$ cat src/rtl/except_commit.sv
// Exception/ERET commit: flushes the pipeline, pulses CP0 write strobes, and holds a fetch redirect until IF accepts it.
// Optional BadVAddr update is enabled by defining EXCEPT_COMMIT_BADVADDR_EN.

package except_commit_pkg;
  localparam int unsigned XLEN   = 32;
  localparam int unsigned CODE_W = 5;

  typedef struct packed {
    logic              valid;
    logic              eret;
    logic [CODE_W-1:0] code;
    logic [XLEN-1:0]   extra;
    logic [XLEN-1:0]   pc;
    logic              delayslot;
    logic [XLEN-1:0]   except_vec;
  } except_req_t;
endpackage

module except_commit
  import except_commit_pkg::*;
#(
  parameter logic [31:0] RESET_PC = 32'hbfc00000
) (
  input  logic              clk,
  input  logic              rst,
  input  except_req_t       except_req,
  input  logic              status_exl,
  input  logic              status_erl,
  output logic              flush,
  output logic              busy,
  output logic              redirect_valid,
  output logic [31:0]       redirect_pc,
  input  logic              redirect_ready,
  output logic              exc_we,
  output logic [4:0]        exc_code,
  output logic              epc_we,
  output logic [31:0]       epc_wdata,
  output logic              cause_bd,
  output logic              eret_we,
  output logic              erl_clr,
  output logic              badvaddr_we,
  output logic [31:0]       badvaddr_wdata
);

  typedef enum logic [1:0] {
    IDLE     = 2'd0,
    FLUSH    = 2'd1,
    REDIRECT = 2'd2
  } state_e;

  state_e state_q, state_d;

  logic              flush_q, flush_d;
  logic              busy_q, busy_d;
  logic              redirect_valid_q, redirect_valid_d;
  logic [XLEN-1:0]   redirect_pc_q, redirect_pc_d;
  logic              exc_we_q, exc_we_d;
  logic [CODE_W-1:0] exc_code_q, exc_code_d;
  logic              epc_we_q, epc_we_d;
  logic [XLEN-1:0]   epc_wdata_q, epc_wdata_d;
  logic              cause_bd_q, cause_bd_d;
  logic              eret_we_q, eret_we_d;
  logic              erl_clr_q, erl_clr_d;

  logic accept_c;
  logic take_exc_c;
  logic take_eret_c;

  // A request is only sampled while idle; anything arriving while busy is dropped.
  assign accept_c    = (state_q == IDLE) && except_req.valid;
  assign take_exc_c  = accept_c && !except_req.eret;
  assign take_eret_c = accept_c &&  except_req.eret;

  // State register
  always_ff @(posedge clk or posedge rst) begin
    if (rst) begin
      state_q <= IDLE;
    end else begin
      state_q <= state_d;
    end
  end

  // Next-state logic
  always_comb begin
    state_d = state_q;
    case (state_q)
      IDLE:     if (except_req.valid) state_d = FLUSH;
      FLUSH:    state_d = redirect_ready ? IDLE : REDIRECT;
      REDIRECT: if (redirect_ready) state_d = IDLE;
      default:  state_d = IDLE;
    endcase
  end

  // Output logic: computed one cycle ahead so every output leaves a flop
  always_comb begin
    flush_d          = accept_c;
    busy_d           = (state_d != IDLE);
    redirect_valid_d = (state_d != IDLE);
    redirect_pc_d    = redirect_pc_q;
    exc_we_d         = take_exc_c;
    exc_code_d       = exc_code_q;
    epc_we_d         = take_exc_c && !status_exl;
    epc_wdata_d      = epc_wdata_q;
    cause_bd_d       = cause_bd_q;
    eret_we_d        = take_eret_c;
    erl_clr_d        = erl_clr_q;

    if (accept_c) begin
      redirect_pc_d = except_req.except_vec;
    end
    // Data fields follow the most recent exception so they are stable under the strobe
    if (take_exc_c) begin
      exc_code_d  = except_req.code;
      cause_bd_d  = except_req.delayslot;
      epc_wdata_d = except_req.delayslot ? (except_req.pc - 32'd4) : except_req.pc;
    end
    if (take_eret_c) begin
      erl_clr_d = status_erl;
    end
  end

  // Output registers
  always_ff @(posedge clk or posedge rst) begin
    if (rst) begin
      flush_q          <= 1'b0;
      busy_q           <= 1'b0;
      redirect_valid_q <= 1'b0;
      redirect_pc_q    <= RESET_PC;
      exc_we_q         <= 1'b0;
      exc_code_q       <= '0;
      epc_we_q         <= 1'b0;
      epc_wdata_q      <= '0;
      cause_bd_q       <= 1'b0;
      eret_we_q        <= 1'b0;
      erl_clr_q        <= 1'b0;
    end else begin
      flush_q          <= flush_d;
      busy_q           <= busy_d;
      redirect_valid_q <= redirect_valid_d;
      redirect_pc_q    <= redirect_pc_d;
      exc_we_q         <= exc_we_d;
      exc_code_q       <= exc_code_d;
      epc_we_q         <= epc_we_d;
      epc_wdata_q      <= epc_wdata_d;
      cause_bd_q       <= cause_bd_d;
      eret_we_q        <= eret_we_d;
      erl_clr_q        <= erl_clr_d;
    end
  end

`ifdef EXCEPT_COMMIT_BADVADDR_EN
  logic            badvaddr_we_q, badvaddr_we_d;
  logic [XLEN-1:0] badvaddr_wdata_q, badvaddr_wdata_d;
  logic            addr_code_c;

  // Mod, TLBL, TLBS, AdEL, AdES carry a faulting address in extra
  assign addr_code_c = (except_req.code >= 5'd1) && (except_req.code <= 5'd5);

  always_comb begin
    badvaddr_we_d    = take_exc_c && addr_code_c;
    badvaddr_wdata_d = badvaddr_wdata_q;
    if (badvaddr_we_d) begin
      badvaddr_wdata_d = except_req.extra;
    end
  end

  always_ff @(posedge clk or posedge rst) begin
    if (rst) begin
      badvaddr_we_q    <= 1'b0;
      badvaddr_wdata_q <= '0;
    end else begin
      badvaddr_we_q    <= badvaddr_we_d;
      badvaddr_wdata_q <= badvaddr_wdata_d;
    end
  end

  assign badvaddr_we    = badvaddr_we_q;
  assign badvaddr_wdata = badvaddr_wdata_q;
`else
  logic unused_extra;
  assign unused_extra   = ^except_req.extra;
  assign badvaddr_we    = 1'b0;
  assign badvaddr_wdata = '0;
`endif

  assign flush          = flush_q;
  assign busy           = busy_q;
  assign redirect_valid = redirect_valid_q;
  assign redirect_pc    = redirect_pc_q;
  assign exc_we         = exc_we_q;
  assign exc_code       = exc_code_q;
  assign epc_we         = epc_we_q;
  assign epc_wdata      = epc_wdata_q;
  assign cause_bd       = cause_bd_q;
  assign eret_we        = eret_we_q;
  assign erl_clr        = erl_clr_q;

endmodule
$ cat config.mk
export PLATFORM = sky130hd
export DESIGN_NAME = except_commit
export DESIGN_NICKNAME = d
export VERILOG_FILES = /design/src/rtl/except_commit.sv
export SDC_FILE = /design/constraint.sdc
export NUM_CORES = 1
export LEC_CHECK = 0
export ABC_CLOCK_PERIOD_IN_PS = 3310
export CORE_MARGIN = 10
export CORE_UTILIZATION = 45
export DETAILED_ROUTE_END_ITERATION = 6
export DONT_BUFFER_PORTS = 1
export PLACE_DENSITY_LB_ADDON = 0.2
export SYNTH_ARGS = -nofsm -noshare
export SYNTH_HDL_FRONTEND = slang
export SYNTH_SLANG_ARGS = --single-unit
$ cat constraint.sdc
create_clock -name clk -period 3.31 [get_ports clk]
set_clock_uncertainty 0.15 [all_clocks]
set_input_delay 0.4965 -clock clk [delete_from_list [all_inputs] [get_ports clk]]
set_output_delay 0.4965 -clock clk [all_outputs]
set_load 0.01 [all_outputs]
==> impl_results.md <==
* IO Count at approximately 220
* Clk sinks at ~80
* Yosys top cell by area: dfrtp_1
* CP arrival at ~2400 ps
* Synth Flop Type: dfrtp_1
* Synth area leaders: dfrtp_1 45%, mux2_2 9.7%, buf_4 6.6%, dfstp_2 6.2%, nand2_1 5.2%
* Global-route wire length before repair at roughly 15 mm
* Cells on Worst Hold Path at 1
* Seq cells post-synth at slightly below 80
* Post-Place Cells at 460
* Hold Fails Final Rpt at 0
* Hpwl dp at ~7.8 mm
* Static Leak at 1.68 nW
* Crit. End Element: flip-flop
* F_max at roughly 430 MHz
* Post-synthesis cell area at about 3800 sq um
* Gpl congestion at about 0.77
* Quantity of hold-fixing buffers added after cts at 0
* GRT Total Usage at between 10% and 20%
* Synth top area share at approximately 45%
* Launch point of the worst reg-to-reg path: state_q[1]
* Final net count at between 400 and 500
* Cts bufs inserted at 9
* Syn avg cell area at about 10 sq um
* Crit path max-delay cell type: or4_1
* Max-cap violation count at 0
* Hold-critical path endpoint: epc_we
* Min Clock Period, post-route at 2300 ps
* Min-delay src: status_exl
* Die Wd at ~110 um
* Area of the core at 8260 sq um
* Routed wire length at ~9.9 mm
* WL per Instance at ~21 um
* Overflow after GRT at 0
* Post_cts resized at 0
* R2R Setup Slk at about 1000 ps
* Setup violations, final at 0
* ANT nets after route at 0
* Total die area at between 10000 and 15000 sq um
* Hold Crit Class: primary input to flip-flop
* Utilization after layout at 48.8%
* Die height at approximately 110 um
* Port bufs at 0
* WHS at about 63 ps
* Vias in the first global route at roughly 2700
* Critical Path RT at around 3400 ps
* Worst slew pin tran at between 1000 and 1500 ps
* Maximum clock path buffer count at 2
* Commonest non-fill, non-tap cell in the layout: dfrtp_1
* Sequential share of the synthesized area at approximately 51%
* Synth Instances at approximately 370
* Vias per cell at approximately 5.5
* Starting density of the core at 46.5%
* RSZ-0062 raised after global routing: false
* EDFF count, synth at 0
* Worst vdd ir at around 0.25 mV
* Post-synthesis cell type count at 39
* Setup Crit Path Kind: primary input to flip-flop
* Most frequent cells in the layout: 69 x dfrtp_1, 53 x nand2_1, 33 x mux2_2, 33 x conb_1, 28 x nor2_1
* Status: complete, no violations
* Share of layout cells above drive strength 1 at between 10% and 20%
* Crit-path max cell delay at about 650 ps
* Max_slew headroom at around a quarter
* Layout Cells excl Fill at about 480
* P&R area growth vs syn at 5.05%
* Postcts setup bufs at 0
* Critical path startpoint category: primary input
* RR Endpoint: epc_wdata[30]
* CTS tree: built
* Max-slew violations at 0
* Largest net degree at the start of global routing at 67
* Setup TNS at 0 ps
* Rows at 33
* Yosys warning count at 0
* H-tree Lvls at 3
* Clock latency at the later pin of the worst-skew pair at ~330 ps
* # DRC at 0
* Worst-path cell chain: or4_4, or4_1, or4_1, a31oi_1
* Initial antenna violation count at 0
* CTS root buf: clkbuf_8
* Pwr Total at between 2 and 3 mW
* Clock-pin slew on the worst setup and hold paths at roughly 80 ps
* Initial drt markers at slightly below 100
* First-pass DRT Iterations at 4
* Ant diodes at 0
* P per Cell Area at approximately 730 nW/um^2
* Crit Path Max Fanout at 16
* Cells on worst reg2reg path at 5
* Crit-path most repeated cell: or4_1
* Fraction of the cycle the final worst path needs at between 60% and 70%
* Detailed-route via count at 2607
* Asr flop ratio synth at 100%
==> sequential cells by signal (all words and copies together) (netlist names) <==
signal and flops:
eret_we 1, flush 1, redirect_valid 1, exc_code 5, epc_we 1, cause_bd 1, state_q 2, epc_wdata 32
redirect_pc 32, exc_we 1, erl_clr 1
==> per-stage QoR <==
stage | area, sq um | setup WS (ps)
2_1_floorplan | 3960 | 683
3_3_place_gp | 3790 | 670
3_5_place_dp | 3790 | 650
4_1_cts | 4030 | 1000
5_1_grt | 4030 | 878
6_report | 4030 | 1010
==> cell families after synthesis <==
logic type / synth area share [%]
AOI/OAI and AO/OA: 6.94
xor gates and xnor gates: 2.74
adders and majority gates: 0.326
buffers and inverters: 9.64
DFF: 51.1
muxes: 9.68
other: 0.0977
and+or+nand+nor: 19.5
==> routing by layer <==
metal,vias to the layer above,routed length (um),part of all wire (%),track usage (%)
met4,0,125,1.3,5.08
met1,1223,3830,39,16.0
met2,146,4530,46,23.6
met3,11,1430,14,9.11
met5,-,0,0,0
li1,1227,-,-,-
==> where the power goes <==
| group | switching [mW] | leakage, nW | total [mW] | internal, mW |
|---|---|---|---|---|
| sequential | 0.386 | 0.920 | 1.67 | 1.28 |
| combinational | 0.216 | 0.642 | 0.436 | 0.220 |
| clock | 0.346 | 0.116 | 0.848 | 0.501 |
==> synthesized netlist by cell type, types with 3 or more instances <==
library cell,count
dfstp_2,9
xnor2_1,10
nor4_1,8
nand3b_1,4
nand2_1,53
nand3_1,5
buf_4,34
or4_1,11
o21ai_0,15
nor3b_1,3
o41ai_1,3
clkbuf_1,13
buf_2,3
dfrtp_1,69
mux2_2,33
a31oi_1,15
nor2_1,28
nor3_1,7
nand4_1,8
inv_1,4
or3_1,4
o31ai_1,6
==> layout make-up <==
| cell class | instances | area, sq um |
|---|---|---|
| Fill cell | 780 | 4220 |
| Inverter | 4 | 16.3 |
| Sequential cell | 78 | 1960 |
| Clock inverter | 6 | 111 |
| Clock buffer | 10 | 128 |
| Tap cell | 105 | 131 |
| Multi-Input combinational cell | 266 | 1630 |
| Timing Repair Buffer | 7 | 52.6 |
==> how the worst max path moves through the flow <==
stage                              start       endpoint  slack, ps  cells past startpoint
after floorplan                      rst       cause_bd        680                      1
after CTS                     state_q[1]  epc_wdata[20]       1000                      5
after detailed placement  except_req[44]  epc_wdata[21]        650                      4
after global routing          state_q[1]  epc_wdata[20]        880                      5
final                     except_req[44]  epc_wdata[21]       1010                      4
after global placement    except_req[44]  epc_wdata[21]        670                      4
==> critical path, delay by kind of cell <==
family	cells	cell delay, ps
AOI/OAI and AO/OA	1	170
and+or+nand+nor	3	1740
(Power assumes the default switching activity.)
